<file path="src/rtl/if_fetch_unit_pkg.sv">
// Shared types and constants for the IF-stage fetch unit.
// Redirect sources are encoded in priority order so a single select drives the target mux.
package if_fetch_unit_pkg;

  localparam logic [31:0] NOP_INSTR    = 32'h0000_0000;
  localparam logic [31:0] DEF_RESET_PC = 32'h0000_0000;
  localparam logic [31:0] DEF_EXC_PC   = 32'h8000_0004;
  localparam int          KILL_W       = 16;

  typedef enum logic [1:0] {
    REDIR_EXC = 2'd0,
    REDIR_BR  = 2'd1,
    REDIR_J   = 2'd2,
    REDIR_SEQ = 2'd3
  } redir_sel_e;

  typedef struct packed {
    logic [31:0] pc;
    logic [31:0] instr;
  } slot_t;

  function automatic redir_sel_e redir_sel(input logic exc, input logic br, input logic j);
    if (exc)     return REDIR_EXC;
    else if (br) return REDIR_BR;
    else if (j)  return REDIR_J;
    return REDIR_SEQ;
  endfunction

endpackage

</file>
<file path="src/rtl/if_fetch_unit_fetch_slot_fifo.sv">
// In-order ring of fetch slots: reserved at tail on grant, filled oldest-first on response,
// popped at head; a sync clear drops everything on redirect.
module fetch_slot_fifo
  import if_fetch_unit_pkg::*;
#(
  parameter int DEPTH = 2
) (
  input  logic                     clk,
  input  logic                     reset,
  input  logic                     i_clr,
  input  logic                     i_rsv,
  input  logic [31:0]              i_rsv_pc,
  input  logic                     i_fill,
  input  logic [31:0]              i_fill_instr,
  input  logic                     i_pop,
  output logic                     o_head_vld,
  output logic [31:0]              o_head_pc,
  output logic [31:0]              o_head_instr,
  output logic [$clog2(DEPTH):0]   o_cnt
);
  localparam int AW = $clog2(DEPTH);

  slot_t            r_slot [DEPTH];
  logic [DEPTH-1:0] r_filled;
  logic [AW-1:0]    r_head, r_tail, r_fptr;
  logic [AW:0]      r_cnt;

  // Reserve, fill and pop never hit the same index in one cycle: the top only
  // reserves when not full, fills only unfilled slots and pops only a filled head.
  always_ff @(posedge clk) begin
    if (!reset || i_clr) begin
      r_filled <= '0;
      r_head   <= '0;
      r_tail   <= '0;
      r_fptr   <= '0;
      r_cnt    <= '0;
    end else begin
      if (i_rsv) begin
        r_slot[r_tail].pc <= i_rsv_pc;
        r_filled[r_tail]  <= 1'b0;
        r_tail            <= r_tail + AW'(1);
      end
      if (i_fill) begin
        r_slot[r_fptr].instr <= i_fill_instr;
        r_filled[r_fptr]     <= 1'b1;
        r_fptr               <= r_fptr + AW'(1);
      end
      if (i_pop) begin
        r_filled[r_head] <= 1'b0;
        r_head           <= r_head + AW'(1);
      end
      r_cnt <= r_cnt + (AW+1)'(i_rsv) - (AW+1)'(i_pop);
    end
  end

  assign o_head_vld   = r_filled[r_head];
  assign o_head_pc    = r_slot[r_head].pc;
  assign o_head_instr = r_slot[r_head].instr;
  assign o_cnt        = r_cnt;

endmodule

</file>
<file path="src/rtl/if_fetch_unit.sv">
// IF-stage producer: owns fetch PC, issues in-order imem requests, buffers responses and
// presents one instruction per cycle to IF/ID; drops wrong-path responses after a redirect.
module if_fetch_unit
  import if_fetch_unit_pkg::*;
#(
  parameter logic [31:0] RESET_PC  = DEF_RESET_PC,
  parameter logic [31:0] EXC_PC    = DEF_EXC_PC,
  parameter int          BUF_DEPTH = 2
) (
  input  logic        clk,
  input  logic        reset,
  output logic        imem_req,
  output logic [31:0] imem_addr,
  input  logic        imem_gnt,
  input  logic        imem_rvalid,
  input  logic [31:0] imem_rdata,
  input  logic        exc_redirect,
  input  logic        br_redirect,
  input  logic [31:0] br_target,
  input  logic        j_redirect,
  input  logic [31:0] j_target,
  input  logic        IF_ID_Wr,
  output logic        inst_valid,
  output logic [31:0] Instruction,
  output logic [31:0] PC_out,
  output logic [31:0] PC_plus4
);
  localparam int AW = $clog2(BUF_DEPTH);

  logic [31:0]       r_fetch_pc;
  logic [AW:0]       r_outstanding;
  logic [KILL_W-1:0] r_kill_cnt;

  redir_sel_e        w_sel;
  logic              w_redir, w_grant, w_rsp_kill, w_fill, w_pop;
  logic [31:0]       w_target;
  logic [AW:0]       w_cnt, w_out_nxt;
  logic [KILL_W-1:0] w_kill_after;
  logic              w_head_vld;
  logic [31:0]       w_head_pc, w_head_instr;

  assign w_sel   = redir_sel(exc_redirect, br_redirect, j_redirect);
  assign w_redir = (w_sel != REDIR_SEQ);

  always_comb begin
    w_target = r_fetch_pc;
    case (w_sel)
      REDIR_EXC: w_target = EXC_PC;
      REDIR_BR:  w_target = br_target;
      REDIR_J:   w_target = j_target;
      default:   w_target = r_fetch_pc;
    endcase
  end

  assign imem_req  = reset && !w_redir && (w_cnt < (AW+1)'(BUF_DEPTH));
  assign imem_addr = {r_fetch_pc[31:2], 2'b00};

  assign w_grant      = imem_req && imem_gnt;
  assign w_rsp_kill   = imem_rvalid && (r_kill_cnt != '0);
  assign w_fill       = imem_rvalid && (r_kill_cnt == '0) && (r_outstanding != '0);
  assign w_pop        = w_head_vld && IF_ID_Wr && !w_redir;
  assign w_out_nxt    = r_outstanding + (AW+1)'(w_grant) - (AW+1)'(w_fill);
  assign w_kill_after = r_kill_cnt - KILL_W'(w_rsp_kill);

  // On redirect every response still in flight (live or already doomed) must be dropped.
  always_ff @(posedge clk) begin
    if (!reset) begin
      r_fetch_pc    <= RESET_PC;
      r_outstanding <= '0;
      r_kill_cnt    <= '0;
    end else if (w_redir) begin
      r_fetch_pc    <= w_target;
      r_outstanding <= '0;
      r_kill_cnt    <= w_kill_after + KILL_W'(w_out_nxt);
    end else begin
      if (w_grant) r_fetch_pc <= r_fetch_pc + 32'd4;
      r_outstanding <= w_out_nxt;
      r_kill_cnt    <= w_kill_after;
    end
  end

  fetch_slot_fifo #(.DEPTH(BUF_DEPTH)) u_fifo (
    .clk          (clk),
    .reset        (reset),
    .i_clr        (w_redir),
    .i_rsv        (w_grant),
    .i_rsv_pc     (r_fetch_pc),
    .i_fill       (w_fill),
    .i_fill_instr (imem_rdata),
    .i_pop        (w_pop),
    .o_head_vld   (w_head_vld),
    .o_head_pc    (w_head_pc),
    .o_head_instr (w_head_instr),
    .o_cnt        (w_cnt)
  );

  assign inst_valid  = w_head_vld;
  assign Instruction = w_head_vld ? w_head_instr : NOP_INSTR;
  assign PC_out      = w_head_vld ? w_head_pc : 32'h0;
  assign PC_plus4    = w_head_vld ? (w_head_pc + 32'd4) : 32'h0;

  a_rsp_orphan: assert property (@(posedge clk) disable iff (!reset)
    !(imem_rvalid && (r_kill_cnt == '0) && (r_outstanding == '0)));

endmodule
</file>
<file path="config.mk">
export PLATFORM = sky130hd
export DESIGN_NAME = if_fetch_unit
export DESIGN_NICKNAME = d
export VERILOG_FILES = /design/src/rtl/if_fetch_unit_pkg.sv /design/src/rtl/if_fetch_unit_fetch_slot_fifo.sv /design/src/rtl/if_fetch_unit.sv
export SDC_FILE = /design/constraint.sdc
export NUM_CORES = 1
export LEC_CHECK = 0
export CAP_MARGIN = 10
export CORE_MARGIN = 10
export CORE_UTILIZATION = 51
export CTS_CLUSTER_SIZE = 14
export DETAILED_ROUTE_END_ITERATION = 16
export PLACE_DENSITY = 0.82
export SYNTH_ARGS = -nofsm -noshare
export SYNTH_HDL_FRONTEND = slang
export SYNTH_HIERARCHICAL = 1
export SYNTH_SLANG_ARGS = --single-unit
</file>
<file path="constraint.sdc">
create_clock -name clk -period 6.6 [get_ports clk]
set_input_delay 0.66 -clock clk [delete_from_list [all_inputs] [get_ports clk]]
set_output_delay 0.66 -clock clk [all_outputs]
set_load 0.01 [all_outputs]
</file>
* After elaboration in Yosys (flattened, before gate mapping)
Memories as Yosys holds them, arrays and structs flattened. A register that Yosys moved wholly into a read port is not among the register bits.
Index checks and enable logic that the tools add are counted.
** Operators by class
- Mux-type cells :: 35
- Bitwise logic cells :: 6
- Reductions and logical operators :: 21
- Eq/ne operators :: 4
- Add/sub/neg operators :: 11
- Order comparisons :: 7
** Operator list (count)
- $mux 32 :: 5
- $pmux 32 s3 :: 1
- $add 32x3->32 const B :: 2
- $mux 2 :: 9
- $add 16x2->16 :: 1
- $logic_not 16->1 :: 1
- $mux 1 :: 16
- $mux 16 :: 1
- $reduce_bool 16->1 :: 1
- $sub 16x1->16 :: 1
- $logic_and 1x1->1 :: 11
- $lt 1x2->1 const B :: 3
- $add 2x1->2 :: 2
- $and 2x2->2 :: 2
- $ne 4x4->1 const B :: 1
- $not 2->2 :: 2
- $reduce_bool 2->1 :: 2
- $sub 2x1->2 :: 2
- $add 1x1->1 const B :: 3
- $demux 1 s1 :: 3
- $ge 1x1->1 const B :: 3
- $eq 2x1->1 const B :: 1
- $eq 2x2->1 const B :: 1
- $logic_not 1->1 :: 2
- 8 further kinds :: 8
** Storage, ports and cells
- Register bits after elaboration :: 57
- Logic and storage cells :: 93
- Bits in writable memories :: 128
- Memories :: 1
** Memories
- u_fifo.r_slot :: depth 2, width 64, rd ports 1, clocked after Yosys merged registers in 1, wr ports 2, RTL line if_fetch_unit_fetch_slot_fifo.sv:23 : slot_t r_slot [DEPTH];

* Depth between registers and ports, before layout
Gate-level depths: netlist of the first run.
- Depth in word-level cells :: 16
- Depth in mapped cells :: 22
- Depth with buffers taken out :: 19

* Modules after synthesis
Netlist of the first run, hierarchy kept.
** Modules (own cells, without submodules)
- fetch_slot_fifo :: times used 1, area each 5281.3 µm², cells an instance 239
- if_fetch_unit :: times used 1, area each 5081.1 µm², cells an instance 694

* Worst setup path after synthesis of the first run
Ideal clock, no wire load.
- Kind :: in2reg
- From :: in br_redirect
- To :: mem u_fifo/r_slot[0][32] (netlist name), enable pin
- Setup time :: 461 ps
- Path slack :: 1570 ps
- Data arrival time :: 4569 ps
- Stages on the path :: 13
- Required time :: 6139 ps
- Path through :: inv_1 > a21o_1 > inv_1 > ha_1 > clkbuf_8 > clkbuf_1 > clkbuf_1 > nand2_1 > nor2_1 > nand2_1 > inv_1 > inv_1 > nor3_1
** RTL lines
- from (decl) :: RTL line if_fetch_unit.sv:18 : input logic br_redirect,
- to (decl) :: RTL line if_fetch_unit_fetch_slot_fifo.sv:23

* Final worst setup path of the first run
- From :: reg r_kill_cnt[8]
- To :: reg r_kill_cnt[15]
** Between the ends
- Word-level cells in the longest chain between the ends :: 6
** RTL lines
- from (decl) :: RTL line if_fetch_unit.sv:32 : logic [KILL_W-1:0] r_kill_cnt;
- from (signal assigned) :: RTL line if_fetch_unit.sv:74 : r_kill_cnt <= w_kill_after + KILL_W'(w_out_nxt);
- from (signal assigned) :: RTL line if_fetch_unit.sv:78 : r_kill_cnt <= w_kill_after;
- $logic_not 16->1 :: RTL line if_fetch_unit.sv:60 : assign w_fill = imem_rvalid && (r_kill_cnt == '0) && (r_outstanding != '0);
- $logic_and 1x1->1 (2 in series) :: RTL line if_fetch_unit.sv:60
- named net w_fill :: RTL line if_fetch_unit.sv:35 : logic w_redir, w_grant, w_rsp_kill, w_fill, w_pop;
- $sub 2x1->2 :: RTL line if_fetch_unit.sv:62 : assign w_out_nxt = r_outstanding + (AW+1)'(w_grant) - (AW+1)'(w_fill);
- named net w_out_nxt[1] :: RTL line if_fetch_unit.sv:37 : logic [AW:0] w_cnt, w_out_nxt;
- $add 16x2->16 :: RTL line if_fetch_unit.sv:74
- $mux 16 :: RTL line if_fetch_unit.sv:71 : end else if (w_redir) begin
The timed path passes the listed nets, and every way through them passes these cells.
A chain may end at the register's enable or synchronous reset.

==> results.yml, run 1 <==
outcome:
  status: "finished clean"
layout:
  drive_gt1_share_pct: 12.2
  fin_area_um2: 13100
  nFillCells: 1527
  nets: 1221
  finish.utilization_pct: 65.2
  num_antenna_cells: 0
  syn_to_final_growth_pct: 26.5
  fin_cells: 1387
route:
  first_iter_violations: 698
  routedWlPerCell_um: 19.2
  wl_um: 26600
  num_vias: 7862
  drc: 0
  vias_per_cell: 5.67
  antenna_left: 0
  drtPass1Iterations: 5
synth:
  ys.flop_type: "edfxtp_1"
  synthesis.instances: 933
  synth-seq-area-share_pct: 48.3
  synth_cell_types: 81
  yosys_warnings: 6
  synthesis.area_um2: 10400
  synth_edf_count: 128
  syn_area_per_cell_um2: 11.1
  ys_seq_elements: 186
  async_flop_share_pct: 0
grt:
  grt_max_degree: 97
  antenna_found_initial: 0
  grtUsageTotal_pct: 19.4
  grt_pass1_vias: 7421
  grt_pass1_wl_um: 41100
  grt-ovfl-total: 0
cts:
  clock_latency_ns: 0.43
  post_cts_buffers: 0
  cts-root-buf: "clkbuf_16"
  cts_tree: "done"
  h-tree-depth: 4
  cts_buffer_depth: 2
  cts_resized: 0
  cts_sinks: 186
  cts_buffers: 17
  clk_pin_slew_ns: 0.08
  postCtsHoldBufs: 0
floorplan:
  die-height_um: 163
  die_x_um: 163
  coreArea_um2: 20100
  die_area_um2: 26400
  start_util_pct: 51.5
  rows: 52
  pin_count: 234
critical_path:
  end_kind: "flip-flop"
  path_max_fanout: 9
  crit_type: "flip-flop to flip-flop"
  worst-r2r-setup-slack_ns: 1.75
  startpoint_type: "flip-flop"
  critical_path_required_ns: 6.93
  cp.arrival_ns: 5.18
sta:
  rsz0062_at_grt: "no"
  slew_headroom_pct: 23.7
  clock_skew_ns: 0.0140
  drv_slew: 0
  tightest_slew_ns: 1.14
  min_period_ns: 4.85
  setup_violations: 0
  fmax_mhz: 206
  fin_crit_sh_pct: 73.5
  tns_ns: 0
  finalHoldViolations: 0
  timing.final.ws_setup_ns: 1.75
power_and_ir_drop:
  clock_power_share_pct: 33.1
  p_comb_share_pct: 21.4
  p_int_w: 0.00213
  seq_power_share_pct: 45.4
  leakage_nw: 4.58
  swShare_pct: 30.9
  p_switching_w: 0.000950
  vdd_drop_max_mv: 0.200
  power.density_nw_per_um2: 235
placed_design:
  hpwl_um: 19200
  dp_cells: 1355
  post_dp_cell_area_um2: 12500
  dp_slack_ns: 1.64
  gp_congestion: 0.858
  portBuffers: 231
worst_hold_path:
  hold_class: "flip-flop to flip-flop"
flow_run:
  max_cap_viol_count: 0
synth_stat cells, drive strengths merged, types with 8 or more instances:
cell type,count,share of area (%)
o21ai,38,1.8
a221oi,21,1.8
dfxtp,58,11
or3,11,0.68
and2,87,5.3
a21oi,34,1.6
a21boi,8,0.58
inv,19,0.69
ha,12,1.4
nand2,49,1.8
nand3,29,1.4
nor3,17,0.82
edfxtp,128,37
nand4,16,0.97
mux2i,8,0.77
clkbuf,45,1.9
xor2,15,1.3
nor4,8,0.89
nor2,62,2.2
buf,45,4.0
a31oi,9,0.54
a22oi,16,1.2
and3,13,0.80
xnor2,30,2.5
mux2,65,9.2
kinds of logic after synthesis:
family / after synthesis / synth area share [%]
multiplexers: 73 / 10.0
buffers and inverters: 111 / 6.70
other: 1 / 0.0362
adder cells (fa/ha/maj): 13 / 1.64
AND/OR/NAND/NOR: 329 / 17.7
AO/OA/AOI/OAI: 175 / 11.8
XOR/XNOR: 45 / 3.80
flip-flops: 186 / 48.3
metal layers:
layer / track usage, % / vias up / share of wire, %
li1: - / 3739 / -
met1: 25.5 / 3782 / 43
met2: 31.6 / 307 / 48
met3: 4.25 / 34 / 7.4
met4: 5.57 / 0 / 1.9
met5: 0 / - / 0
worst max-delay path: stages (launching register included):
cell      delay [ns]
dfxtp_1         0.39
nor4_1          0.72
nor4bb_1        0.41
nand3_1         0.14
nor2_1          0.45
ha_1            0.33
inv_1           0.05
ha_1            0.14
xnor2_1         0.08
xnor2_1         0.33
ha_1            0.22
a21oi_1         0.04
or3_2           0.48
a211oi_4        0.30
nand4b_2        0.23
o31a_1          0.29
nor3_1          0.16
power by group through the flow:
stage	clock network, W	logic [W]	registers, W
finish	0.00102	0.000660	0.00140
detailed placement	0	0.000651	0.00142
global route	0.00108	0.000728	0.00141
global placement	0	0.000636	0.00142
CTS	0.00104	0.000656	0.00139
floorplan	0	0.000518	0.00137
stage by stage:
step | power (W) | hold WS [ns]
finish | 0.00308 | 0.477
global route | 0.00322 | 0.496
CTS | 0.00309 | 0.475
detailed placement | 0.00207 | 0.457
global placement | 0.00205 | 0.461
floorplan | 0.00189 | 0.426
flip-flops by register name (all words and copies together), names as in the netlist, named ones only:
register,cells
u_fifo/o_cnt,2
u_fifo/r_tail,1
u_fifo/r_slot,128
u_fifo/r_filled,2
r_outstanding,2
u_fifo/r_fptr,1
r_kill_cnt,16
u_fifo/r_head,1
r_fetch_pc,32
layout make-up:
| class | instances | area (um^2) | area share (%) |
|---|---|---|---|
| flip-flops and latches | 186 | 5010 | 38.2 |
| repair buffers | 242 | 2390 | 18.3 |
| clock inverters | 15 | 179 | 1.37 |
| well taps | 270 | 338 | 2.58 |
| multi-input cells | 637 | 4690 | 35.8 |
| inverters | 20 | 75.1 | 0.573 |
| clock buffers | 17 | 425 | 3.25 |
path summary, 6_finish.rpt:
kind | startpoint | endpoint | cells past startpoint
setup reg to reg | r_kill_cnt[8] | r_kill_cnt[15] | 16
hold reg to reg | r_fetch_pc[0] | u_fifo/r_slot[0][32] | 0
hold / removal | r_fetch_pc[0] | u_fifo/r_slot[0][32] | 0
setup / recovery | r_kill_cnt[8] | r_kill_cnt[15] | 16
cells in the final DEF (no fill, tap or decap), types with 9 or more instances in the layout:
cell / instances
a21oi_1: 34
a221oi_1: 21
a22oi_1: 16
a31oi_1: 9
and2_1: 86
and3_1: 12
buf_4: 11
clkbuf_16: 17
clkdlybuf4s50_1: 231
dfxtp_1: 57
edfxtp_1: 128
ha_1: 11
inv_1: 19
mux2_4: 60
nand2_1: 48
nand3_1: 29
nand4_1: 16
nor2_1: 61
nor3_1: 16
o21ai_0: 38
or3_1: 10
xnor2_1: 30
xor2_1: 15
Power figures use the tool's default switching activity.
==> run 2, diff against run 1 <==
clock period = 4.8 ns   (was 6.6 ns; I/O delays follow)
==> run 2 against run 1 <==
  * Worst hold slack improved by 0.023 ns
  * Die area did not move
  * Sequential share of layout area shrank 0.14 points
  * Clock skew is 0.0021 ns higher
  * Critical endpoint is now PC_plus4[28]
  * Highest routed layer unchanged
==> results.yml, run 2 (synthesis gave the netlist of run 1 again) <==
outcome:
  status: "finished clean"
power_and_ir_drop:
  swShare_pct: 30.1
  p_comb_share_pct: 21.8
  total_power_w: 0.00426
  p_switching_w: 0.00128
  power.density_nw_per_um2: 324
  vdd_drop_max_mv: 0.247
  p_int_w: 0.00298
  seq_power_share_pct: 45.2
  clock_power_share_pct: 33.0
  leakage_nw: 4.60
floorplan:
  pin_count: 234
  rows: 52
  die_area_um2: 26400
  coreArea_um2: 20100
  start_util_pct: 51.5
  die_x_um: 163
  die-height_um: 163
layout:
  nets: 1227
  multi_input_comb_area_um2: 4690
  top_register: "u_fifo/r_slot"
  ff_latch_area_um2: 5010
  syn_to_final_growth_pct: 26.9
  largest_reg_flops: 128
  num_antenna_cells: 0
  nFillCells: 1538
  drive_gt1_share_pct: 12.6
  final_cell_mix: "clkdlybuf4s50_1 (231), edfxtp_1 (128), and2_1 (86)"
  fin_cells: 1393
  layout_commonest_cell: "clkdlybuf4s50_1"
  reg_top3: "u_fifo/r_slot (128), r_fetch_pc (32), r_kill_cnt (16)"
critical_path:
  critical_path.max_stage_delay_ns: 0.73
  r2r-start: "r_kill_cnt[8]"
  worst_r2r_path_depth: 17
  crit_family: "simple AND/OR/NAND/NOR gates"
  worst-r2r-setup-slack_ns: 0.59
  startpoint_type: "flip-flop"
  cp_num_buf_inv: 1
  path_max_fanout: 33
  path_cells: "mux2_4, ha_1, nand2_1, nor2_1, nand4_1, or3_1, a21boi_0, clkdlybuf4s50_1"
  critical_path_required_ns: 4.32
  rr_endpoint: "r_kill_cnt[15]"
  end_kind: "output pin"
  crit_type: "flip-flop to output pin"
  cp.arrival_ns: 3.75
  critPathSlowestCell: "dfxtp_4"
route:
  wl_um: 26200
  drc: 0
  num_vias: 7789
  vias_per_cell: 5.59
  drtPass1Iterations: 5
  antenna_left: 0
  routedWlPerCell_um: 18.8
  first_iter_violations: 721
sta:
  tns_ns: 0
  hold_ws_ns: 0.500
  rsz0062_at_grt: "no"
  drv_slew: 0
  clock_skew_ns: 0.0161
  tightest_slew_ns: 0.947
  timing.final.ws_setup_ns: 0.569
  min_period_ns: 4.23
  finalHoldViolations: 0
  fmax_mhz: 236
  slew_headroom_pct: 36.9
  fin_crit_sh_pct: 88.1
  setup_violations: 0
grt:
  grtUsageTotal_pct: 19.1
  grt_pass1_vias: 7445
  grt_util_met1_pct: 24.7
  antenna_found_initial: 0
  grt_max_degree: 74
  globalRouteMet3Util_pct: 3.99
  grt-ovfl-total: 0
  grt.met2_usage_pct: 31.6
  grt_busiest_layer: "met2"
  grt_pass1_wl_um: 40500
placed_design:
  dp_slack_ns: 0.321
  hpwl_um: 19200
  portBuffers: 231
  dp_cells: 1361
  gp_congestion: 0.895
cts:
  clk_pin_slew_ns: 0.07
  cts_resized: 0
  postCtsHoldBufs: 0
  h-tree-depth: 4
  cts-root-buf: "clkbuf_16"
  post_cts_buffers: 0
  cts_buffer_depth: 2
  cts_sinks: 186
  clock_latency_ns: 0.43
  cts_buffers: 17
  cts_tree: "done"
worst_hold_path:
  min_from: "r_fetch_pc[1]"
  min_to: "u_fifo/r_slot[1][33]"
  hold_class: "flip-flop to flip-flop"
  holdPathStages: 0
flow_run:
  max_cap_viol_count: 0
run 2: changes by cell type in the layout (fill, tap and decap cells not counted), sizes merged:
cell	previous run	this run
buf	11	17
clkinvlp	0	2
inv	30	28
bufinv	0	1
clkinv	5	4
run 2: how the worst max path moves through the flow:
stage / start / endpoint / slack [ns] / cells after the start
after floorplan: br_redirect / r_kill_cnt[15] / 0.37 / 22
after global placement: br_redirect / r_kill_cnt[15] / 0.49 / 20
after detailed placement: br_redirect / r_kill_cnt[15] / 0.32 / 20
after CTS: flip-flop / PC_plus4[28] / 0.56 / 8
after global routing: r_kill_cnt[8] / r_kill_cnt[15] / 0.14 / 17
final: flip-flop / PC_plus4[28] / 0.57 / 8
run 2: final cells by class:
class / instances / share of cell area, %
repair buffers: 248 / 18.5
well taps: 270 / 2.57
inverters: 20 / 0.571
multi-input cells: 637 / 35.7
clock inverters: 15 / 1.33
flip-flops and latches: 186 / 38.1
clock buffers: 17 / 3.23
run 2: power by group through the flow:
stage | clock, W | combinational [W] | sequential (W)
finish | 0.00141 | 0.000929 | 0.00192
global placement | 0 | 0.000896 | 0.00195
CTS | 0.00143 | 0.000930 | 0.00192
floorplan | 0 | 0.000713 | 0.00189
global route | 0.00149 | 0.00104 | 0.00194
detailed placement | 0 | 0.000921 | 0.00195
run 2: per-stage QoR:
| stage | util, % | area (um^2) |
|---|---|---|
| floorplan | - | 10400 |
| global placement | 62.4 | 12600 |
| detailed placement | 62.4 | 12600 |
| CTS | 65.4 | 13200 |
| global route | 65.4 | 13200 |
| finish | 65.4 | 13200 |
run 2: layer usage:
metal	vias up	wire length, um
met4	0	365
met2	257	12900
met3	20	1680
li1	3758	-
met5	-	0
met1	3754	11300
run 2: worst reg2reg max path, delay by kind of cell (launching register included):
family	cells	cell delay [ns]
adder cells (fa/ha/maj)	3	0.61
flip-flops	1	0.38
AND/OR/NAND/NOR	7	1.88
AO/OA/AOI/OAI	3	0.60
buffers and inverters	2	0.24
XOR/XNOR	2	0.43
==> run 3, diff against run 2 <==
CORE_MARGIN = 3   (was 10)
==> run 3 against run 2 <==
  * Clock power up 5%
  * Cell count down 0.22%
  * Largest cell class unchanged
  * Sequential share of layout area down 0.094 points
  * Via count up 0.92%
  * Critical path type is now flip-flop to flip-flop
  * Combinational power about the same
  * Sequential power about the same
  * Wire length down 3.2%
  * Register-to-register slack worse by 0.19 ns
==> results.yml, run 3 (synthesis gave the netlist of run 1 again) <==
cts:
  cts_buffers: 17
  cts_sinks: 186
  cts_buffer_depth: 2
  cts-root-buf: "clkbuf_16"
  clock_latency_ns: 0.43
  cts_tree: "done"
  postCtsHoldBufs: 0
  h-tree-depth: 4
  cts_resized: 0
  clk_pin_slew_ns: 0.07
  post_cts_buffers: 0
layout:
  num_antenna_cells: 0
  syn_to_final_growth_pct: 27.3
  multi_input_comb_area_um2: 4690
  largest_reg_flops: 128
  ff_latch_area_um2: 5010
  top_register: "u_fifo/r_slot"
  nFillCells: 1468
  nets: 1229
  layout_commonest_cell: "clkdlybuf4s50_1"
  drive_gt1_share_pct: 12.8
  final_cell_mix: "clkdlybuf4s50_1 (231), edfxtp_1 (128), and2_1 (86)"
  reg_top3: "u_fifo/r_slot (128), r_fetch_pc (32), r_kill_cnt (16)"
sta:
  fmax_mhz: 227
  rsz0062_at_grt: "no"
  hold_ws_ns: 0.488
  setup_violations: 0
  finalHoldViolations: 0
  min_period_ns: 4.40
  slew_headroom_pct: 37.8
  tightest_slew_ns: 0.933
  tns_ns: 0
  clock_skew_ns: 0.0117
  fin_crit_sh_pct: 91.7
  drv_slew: 0
route:
  drc: 0
  first_iter_violations: 617
  routedWlPerCell_um: 18.3
  vias_per_cell: 5.66
  antenna_left: 0
  wl_um: 25400
  num_vias: 7861
  drtPass1Iterations: 5
grt:
  grt-ovfl-total: 0
  grt_pass1_wl_um: 39400
  grt_pass1_vias: 7401
  grtUsageTotal_pct: 22.4
  grt_max_degree: 71
  antenna_found_initial: 0
critical_path:
  path_max_fanout: 9
  path_cells: "nor4_1, buf_4, nor4bb_1, nand3_1, nor2_1, ha_1, inv_1, ha_1, xnor2_1, xnor2_1, ha_1, a21oi_1, or3_2, a211oi_4, nand4b_2, o31a_1, nor3_1"
  end_kind: "flip-flop"
  worst_r2r_path_depth: 17
  crit_top_cell: "ha_1"
  worst-r2r-setup-slack_ns: 0.40
  rr_endpoint: "r_kill_cnt[15]"
  cp.arrival_ns: 4.75
  startpoint_type: "flip-flop"
  critPathSlowestCell: "or3_2"
  crit_type: "flip-flop to flip-flop"
  r2r-start: "r_kill_cnt[8]"
  critical_path_required_ns: 5.15
  critical_path.max_stage_delay_ns: 0.48
flow_run:
  max_cap_viol_count: 0
outcome:
  status: "finished clean"
power_and_ir_drop:
  power.density_nw_per_um2: 328
  total_power_w: 0.00433
  vdd_drop_max_mv: 0.254
  leakage_nw: 4.63
floorplan:
  die_x_um: 149
  start_util_pct: 52.6
  rows: 51
  pin_count: 234
  coreArea_um2: 19700
  die_area_um2: 22100
  die-height_um: 149
worst_hold_path:
  holdPathStages: 0
  min_from: "r_fetch_pc[0]"
  min_to: "u_fifo/r_slot[1][32]"
  hold_class: "flip-flop to flip-flop"
placed_design:
  portBuffers: 231
  hpwl_um: 18200
  gp_congestion: 0.873
==> run 3: per-stage QoR <==
stage | utilization [%] | cells | setup WS, ns | cell area [um^2]
3_5_place_dp | 63.7 | 1358 | 0.303 | 12600
6_report | 66.9 | 1390 | 0.396 | 13200
2_1_floorplan | - | 934 | 0.372 | 10400
4_1_cts | 66.9 | 1390 | 0.457 | 13200
3_3_place_gp | 63.7 | 1358 | 0.472 | 12600
5_1_grt | 66.9 | 1390 | 0.0107 | 13200
==> run 3: worst max path at each step <==
stage / slack, ns / endpoint / from / depth (start not counted)
after detailed placement: 0.30 / r_kill_cnt[15] / br_redirect / 20
after global placement: 0.47 / r_kill_cnt[15] / br_redirect / 20
final: 0.40 / r_kill_cnt[15] / r_kill_cnt[8] / 17
after CTS: 0.46 / r_kill_cnt[15] / r_kill_cnt[8] / 17
after global routing: 0.01 / r_kill_cnt[15] / r_kill_cnt[8] / 17
after floorplan: 0.37 / r_kill_cnt[15] / br_redirect / 22
==> run 3: power by group <==
| part | switching [W] | internal [W] | total, W |
|---|---|---|---|
| clock | 0.000635 | 0.000841 | 0.00148 |
| combinational | 0.000482 | 0.000445 | 0.000927 |
| sequential | 0.000138 | 0.00179 | 0.00192 |
| total | 0.00126 | 0.00307 | 0.00433 |
==> run 3: cell type report <==
| type | instances | area share (%) |
|---|---|---|
| sequential | 186 | 38.0 |
| tap | 265 | 2.51 |
| clock inverter | 15 | 1.51 |
| clock buffer | 17 | 3.23 |
| timing repair buffer | 250 | 18.6 |
| inverter | 20 | 0.569 |
| multi-input combinational | 637 | 35.6 |
==> run 3: layer usage <==
layer	global-route usage, %	vias to the layer above	wire length (um)
met4	8.59	0	796
li1	-	3754	-
met1	30.5	3755	10700
met2	36.3	301	12200
met5	0	-	0
met3	3.50	51	1680
==> run 3: worst max-delay path: cells and delay by family (launching register included) <==
family                     cells  cell delay (ns)
and+or+nand+nor                7             2.03
adders and majority gates      3             0.67
AOI/OAI and AO/OA              3             0.61
DFF                            1             0.39
xor gates and xnor gates       2             0.39
buffers and inverters          2             0.24
